## src/rtl/neuron_accumulator.sv

```systemverilog
// Frame accumulator for signed neuron partial sums: saturating 16-bit accumulate,
// then requantize (shift, optional ReLU, clamp) into one registered activation per frame.
module neuron_accumulator #(
  parameter  int IN_W    = 16,
  parameter  int ACC_W   = 16,
  parameter  int OUT_W   = 8,
  parameter  int SHIFT   = 4,
  parameter  int RELU_EN = 1,
  parameter  int N_MAX   = 16,
  localparam int CNT_W   = $clog2(N_MAX + 1)
) (
  input  logic             clk,
  input  logic             rst,
  input  logic             in_valid,
  output logic             in_ready,
  input  logic [IN_W-1:0]  in_data,
  input  logic             in_last,
  output logic             out_valid,
  input  logic             out_ready,
  output logic [OUT_W-1:0] out_data,
  output logic             out_ovf,
  output logic [CNT_W-1:0] out_count
);

  typedef enum logic {
    ST_ACCUM,
    ST_OUTPUT
  } state_t;

  localparam logic signed [ACC_W-1:0] ACC_MAX = {1'b0, {(ACC_W-1){1'b1}}};
  localparam logic signed [ACC_W-1:0] ACC_MIN = {1'b1, {(ACC_W-1){1'b0}}};
  localparam logic signed [ACC_W-1:0] OUT_MAX = {{(ACC_W-OUT_W+1){1'b0}}, {(OUT_W-1){1'b1}}};
  localparam logic signed [ACC_W-1:0] OUT_MIN = {{(ACC_W-OUT_W+1){1'b1}}, {(OUT_W-1){1'b0}}};
  localparam logic [CNT_W-1:0]        N_MAX_C = CNT_W'(N_MAX);

  state_t                   r_state;
  state_t                   w_state_next;
  logic signed [ACC_W-1:0]  r_acc;
  logic [CNT_W-1:0]         r_count;
  logic                     r_ovf;
  logic [OUT_W-1:0]         r_out_data;
  logic [CNT_W-1:0]         r_out_count;
  logic                     r_out_ovf;

  logic                     w_accept;
  logic                     w_close;
  logic                     w_out_hs;
  logic signed [ACC_W:0]    w_acc_ext;
  logic signed [ACC_W:0]    w_in_ext;
  logic signed [ACC_W:0]    w_sum;
  logic                     w_sum_ovf;
  logic signed [ACC_W-1:0]  w_acc_upd;
  logic [CNT_W-1:0]         w_count_inc;
  logic signed [ACC_W-1:0]  w_shr;
  logic signed [ACC_W-1:0]  w_relu;
  logic signed [ACC_W-1:0]  w_sat;
  logic [OUT_W-1:0]         w_act;

  assign in_ready  = (r_state == ST_ACCUM);
  assign out_valid = (r_state == ST_OUTPUT);
  assign out_data  = r_out_data;
  assign out_count = r_out_count;
  assign out_ovf   = r_out_ovf;

  assign w_accept    = in_valid & in_ready;
  assign w_out_hs    = out_valid & out_ready;
  assign w_count_inc = r_count + CNT_W'(1);
  // in_last and the N_MAX-th beat collapse into a single close event
  assign w_close     = w_accept & (in_last | (w_count_inc == N_MAX_C));

  // Carry out of the sign bit is detected one bit above the accumulator
  assign w_acc_ext = {r_acc[ACC_W-1], r_acc};
  assign w_in_ext  = (ACC_W+1)'($signed(in_data));
  assign w_sum     = w_acc_ext + w_in_ext;
  assign w_sum_ovf = w_sum[ACC_W] ^ w_sum[ACC_W-1];

  always_comb begin
    w_acc_upd = w_sum[ACC_W-1:0];
    if (w_sum_ovf) begin
      w_acc_upd = w_sum[ACC_W] ? ACC_MIN : ACC_MAX;
    end
  end

  always_comb begin
    w_shr  = w_acc_upd >>> SHIFT;
    w_relu = w_shr;
    if ((RELU_EN != 0) && w_shr[ACC_W-1]) begin
      w_relu = '0;
    end
    w_sat = w_relu;
    if (w_relu > OUT_MAX) begin
      w_sat = OUT_MAX;
    end else if (w_relu < OUT_MIN) begin
      w_sat = OUT_MIN;
    end
    w_act = w_sat[OUT_W-1:0];
  end

  always_ff @(posedge clk) begin
    if (rst) begin
      r_state <= ST_ACCUM;
    end else begin
      r_state <= w_state_next;
    end
  end

  always_comb begin
    w_state_next = r_state;
    case (r_state)
      ST_ACCUM:  if (w_close)   w_state_next = ST_OUTPUT;
      ST_OUTPUT: if (out_ready) w_state_next = ST_ACCUM;
      default:                  w_state_next = ST_ACCUM;
    endcase
  end

  always_ff @(posedge clk) begin
    if (rst) begin
      r_acc       <= '0;
      r_count     <= '0;
      r_ovf       <= 1'b0;
      r_out_data  <= '0;
      r_out_count <= '0;
      r_out_ovf   <= 1'b0;
    end else if (w_accept) begin
      r_acc   <= w_acc_upd;
      r_count <= w_count_inc;
      r_ovf   <= r_ovf | w_sum_ovf;
      if (w_close) begin
        r_out_data  <= w_act;
        r_out_count <= w_count_inc;
        r_out_ovf   <= r_ovf | w_sum_ovf;
      end
    end else if (w_out_hs) begin
      r_acc   <= '0;
      r_count <= '0;
      r_ovf   <= 1'b0;
    end
  end

endmodule
```

## config.mk

```make
export PLATFORM = sky130hd
export DESIGN_NAME = neuron_accumulator
export DESIGN_NICKNAME = d
export VERILOG_FILES = /design/src/rtl/neuron_accumulator.sv
export SDC_FILE = /design/constraint.sdc
export NUM_CORES = 1
export LEC_CHECK = 0
export CORE_ASPECT_RATIO = 1.75
export CORE_MARGIN = 4
export CORE_UTILIZATION = 57
export CTS_BUF_LIST = sky130_fd_sc_hd__clkbuf_8 sky130_fd_sc_hd__clkbuf_16
export DETAILED_ROUTE_END_ITERATION = 10
export PLACE_DENSITY = 0.83
export SYNTH_ARGS = -nofsm -noshare
export SYNTH_HDL_FRONTEND = slang
export SYNTH_SLANG_ARGS = --single-unit
```

## constraint.sdc

```tcl
create_clock -name clk -period 4.7 [get_ports clk]
set_input_delay 0.94 -clock clk [delete_from_list [all_inputs] [get_ports clk]]
set_output_delay 0.94 -clock clk [all_outputs]
set_load 0.005 [all_outputs]
```

# [After elaboration in Yosys (flattened, before gate mapping)]
# Cells that the tools add are included.
[classes] addsub=2 order_cmp=2 eq_ne=1 muxes=14 n_bitwise=7 n_reduce_logical=2
[op_table] operator="$mux W16" count=4
[op_table] operator="$add A16 B16 Y17" count=1
[op_table] operator="$mux W8" count=2
[op_table] operator="$lt A12 B8 Y1 const B" count=1
[op_table] operator="$gt A11 B7 Y1 const B" count=1
[op_table] operator="$mux W11" count=1
[op_table] operator="$mux W5" count=2
[op_table] operator="$add A5 B1 Y5 const B" count=1
[op_table] operator="$eq A5 B5 Y1 const B" count=1
[op_table] operator="$mux W1" count=4
[op_table] operator="$and A1 B1 Y1" count=3
[op_table] operator="$or A1 B1 Y1" count=2
[op_table] operator="$pmux W1 S2" count=1
[op_table] operator="$reduce_and A2 Y1" count=1
[op_table] operator="$reduce_bool A2 Y1" count=1
[op_table] operator="$not A1 Y1" count=1
[op_table] operator="$xor A1 B1 Y1" count=1
[word_totals] reg_bits=37 in_bits=21 output_inout_bits=16 word_cells=35

# [Depth between registers and ports, before layout]
[logic_depth] depth_word=7 ltp_mapped=10 ltp_nobuf=9

# [Least setup slack after synthesis]
# OpenSTA, ideal clock, no wires.
[synth_path] path_type="input to register" start="input in_data[0]" end="register r_acc[5]" setup_ns=0.132 arrival_ns=3.056 path_slack_ns=1.512 path_stages=10 n_path_buf=1 path_cell_list="ha_1 -> fa_1 -> a211oi_2 -> o2111ai_1 -> a311o_1 -> a22o_2 -> o21a_2 -> buf_6 -> o21ai_0 -> a21oi_1"
[synth_via] elab_chain_len=4 elab_cells_between_ends=5
[synth_rtl] item="start, declared" line_no="16" source="input logic [IN_W-1:0] in_data,"
[synth_rtl] item="$add A16 B16 Y17 *" line_no="74" source="assign w_sum = w_acc_ext + w_in_ext;"
[synth_rtl] item="$mux W16 / $xor A1 B1 Y1 (equally long branches)" line_no="80, 75"
[synth_rtl] item="$mux W16 *" line_no="79" source="if (w_sum_ovf) begin"
[synth_rtl] item="$mux W16 *" line_no="124" source="end else if (w_accept) begin"
[synth_rtl] item="end signal, assigned" line_no="125" source="r_acc <= w_acc_upd;"
[synth_rtl] item="end, declared" line_no="38" source="logic signed [ACC_W-1:0] r_acc;"
# Mark *: on every way between the ends. The rest lies on a longest branch, timed or not.
# A chain may end at the register's enable or synchronous reset.

# [Final worst setup path]
[layout_path] start="input in_data[0]" end="register r_acc[10]"
# The elaborated chain is that of the path after synthesis.

==> metrics.txt <==
status=finished clean; yosys warns=0; Clock transition at path regs=0.07 ns; H-tree depth=2; First DRT Iteration DRCs=61; die area=0.00508 sq mm; Synth Area per Inst=8.28 sq um; share of cells above drive strength 1=6.15%; Final Cell Area=0.00271 sq mm; post-route antenna net violation count=0; Cell variety after synth=44; vias per cell=6.02; top post-synthesis cells by area=dfxtp_1 33%, ha_1 10%, a21oi_1 9.1%; antenna cell count=0; clock period minus worst slack=3.54 ns; crit path cell chain=clkdlybuf4s50_1, ha_1, fa_1, a211oi_2, o2111ai_1, a311o_1, a22o_2, o21a_2, a21oi_1, a311oi_2; Tightest Pin Transition=0.733 ns; post-synth top area cell=dfxtp_1; Worst setup SP type=input pin; syn nets=313; largest stage delay on the critical path=0.45 ns; max-slew violations=0; Final setup viols=0; clk_lat worst skew=0.28 ns; multi-input logic area=0.00141 sq mm; Post-DP Area=0.00263 sq mm; deepest clock path buffer count=2; WL/cell=15.8 microns; maximum vdd ir drop=339 uV; Syn-to-layout area delta=20.0%; clk sinks=37; crit end category=flop; max_slew headroom=50.8%; HPWL Detailed=4230 microns; pwr dens=399 mW/mm^2; #FFs+latches synth=37; Critical Path AT=3.70 ns; DRC=0; Setup CP Type=input pin to flop; maxcap violations=0; post-synthesis cell count=273; Final GP Congestion=0.930; Setup Skew=0.00349 ns; fmax=0.283 GHz; cell area after synthesis=0.00226 sq mm; leakage power=1.05 nW; Hold Crit Class=flop to flop; setup_tns=0 ns; Starting Density=58.4%; CTS root buffer=clkbuf_8; area of the core=0.00387 sq mm; Detailed Route WL=5650 microns; Slowest-stage cell, CP=fa_1; Die X=55.6 microns; final hold vios=0; initial antenna violation count=0; setup bufs post-CTS=0; post-cts sizing count=0; Total Routing Usage GR=24.0%; row cnt=30; I/O Buffers=36; hold buffer count at CTS=0; CTS tree=built; CP required=4.86 ns; worst-path fanout max=15; first-pass GRT wire length=9910 microns; final worst-path cycle share=75.2%; Vias=2149; I/O pin count=37; pin count of the biggest net entering global routing=33; crit-path leading delay family=compound AO/OA/AOI/OAI gates; cts bufs inserted=5; RSZ-0062 raised after global routing=no; Yosys top cell area share=32.8%; Filler cells=332; final net count=349; Die Height=91.3 microns; drt pass-1 iters=4; critical path buffer and inverter count=1; grt ovf=0; register area=741 sq um; vias in the first global route=2175; sequential element share of the synthesized area=32.8%
## logic make-up (layout without fill, tap and decap cells)
| family | count (synthesis) | after routing | synth area share [%] |
|---|---|---|---|
| compound gates | 104 | 104 | 28.8 |
| xor+xnor | 16 | 16 | 6.20 |
| fa+ha+maj | 19 | 19 | 10.9 |
| buf+inv | 17 | 53 | 4.71 |
| flops | 37 | 37 | 32.8 |
| mux | 2 | 2 | 0.886 |
| simple gates | 78 | 78 | 15.8 |
## tightest hold or removal path: stages (launching register included)
cell and delay (ns):
dfxtp_1 0.31, nand2_1 0.05, a21oi_1 0.05
## state kept, by name (all words and copies together) (netlist names)
name	cells
r_ovf	1
out_data	8
r_acc	16
out_ovf	1
out_valid	1
r_count	5
out_count	5
## synth_stat cells, drive strengths merged
cell type,number
a21oi,41
dfxtp,37
nand2,34
o21ai,32
ha,18
nor2,14
nor3,9
clkbuf,8
xnor2,8
xor2,8
a22oi,6
inv,6
a211oi,5
nand3,4
nor4,4
o21a,4
a21o,3
and2,3
buf,3
o211ai,3
or3,3
a311oi,2
mux2i,2
nand2b,2
nand4,2
o2111ai,2
a211o,1
a221oi,1
a22o,1
a311o,1
a31oi,1
a32oi,1
and3,1
fa,1
nor2b,1
nor4b,1
## power breakdown
group,switching [mW],leakage [nW],total [mW],internal [mW]
Sequential,0.0263,0.303,0.381,0.355
Combinational,0.280,0.695,0.480,0.199
Clock,0.107,0.0485,0.221,0.114
Total,0.414,1.05,1.08,0.669
## through the flow
| stage | total power [mW] | utilization, % | hold WS, ns | worst slack (ns) | std cells |
|---|---|---|---|---|---|
| after floorplan | 0.739 | - | 0.433 | 1.51 | 273 |
| after CTS | 1.08 | 70.2 | 0.459 | 1.17 | 357 |
| after global placement | 0.848 | 67.9 | 0.439 | 0.912 | 350 |
| final | 1.08 | 70.2 | 0.456 | 1.16 | 357 |
| after global routing | 1.15 | 70.2 | 0.477 | 0.985 | 357 |
| after detailed placement | 0.857 | 67.9 | 0.447 | 0.880 | 350 |
## cell usage in the layout (no fill, tap or decap), drive strengths merged, types with 3 or more instances in the layout
cell type and n:
clkdlybuf4s50 36, a21o 3, o21ai 32, a22oi 6
dfxtp 37, inv 7, nor3 9, or3 3
ha 18, xor2 8, xnor2 8, nor4 4
nand3 4, o21a 4, nor2 14, nand2 34
clkbuf 6, a21oi 41, and2 3, a211oi 5
o211ai 3, buf 4
## worst paths after layout
| check | slack, ns | cells past startpoint | startpoint | end |
|---|---|---|---|---|
| min | 0.46 | 2 | r_acc[14]$_SDFFE_PP0P_ | r_acc[14]$_SDFFE_PP0P_ |
| min reg2reg | 0.46 | 2 | r_acc[14]$_SDFFE_PP0P_ | r_acc[14]$_SDFFE_PP0P_ |
| max reg2reg | 1.93 | 9 | r_acc[0]$_SDFFE_PP0P_ | r_acc[10]$_SDFFE_PP0P_ |
| max | 1.16 | 10 | in_data[0] | r_acc[10]$_SDFFE_PP0P_ |
## area by class of cell
cell class / count / area share (%)
multi-input cells: 219 / 52.1
flip-flops and latches: 37 / 27.3
clock buffers: 6 / 3.04
clock inverters: 1 / 0.138
well taps: 48 / 2.21
repair buffers: 40 / 14.4
inverters: 6 / 0.830
## layer usage
metal | global-route usage [%] | vias to the layer above | wire length [microns]
met5 | 0 | - | 0
met4 | 10.5 | 0 | 176
met3 | 5.55 | 16 | 244
met2 | 43.1 | 61 | 2980
met1 | 26.1 | 991 | 2240
li1 | - | 1081 | -
Note: power is estimated with default switching activity, not from simulation.
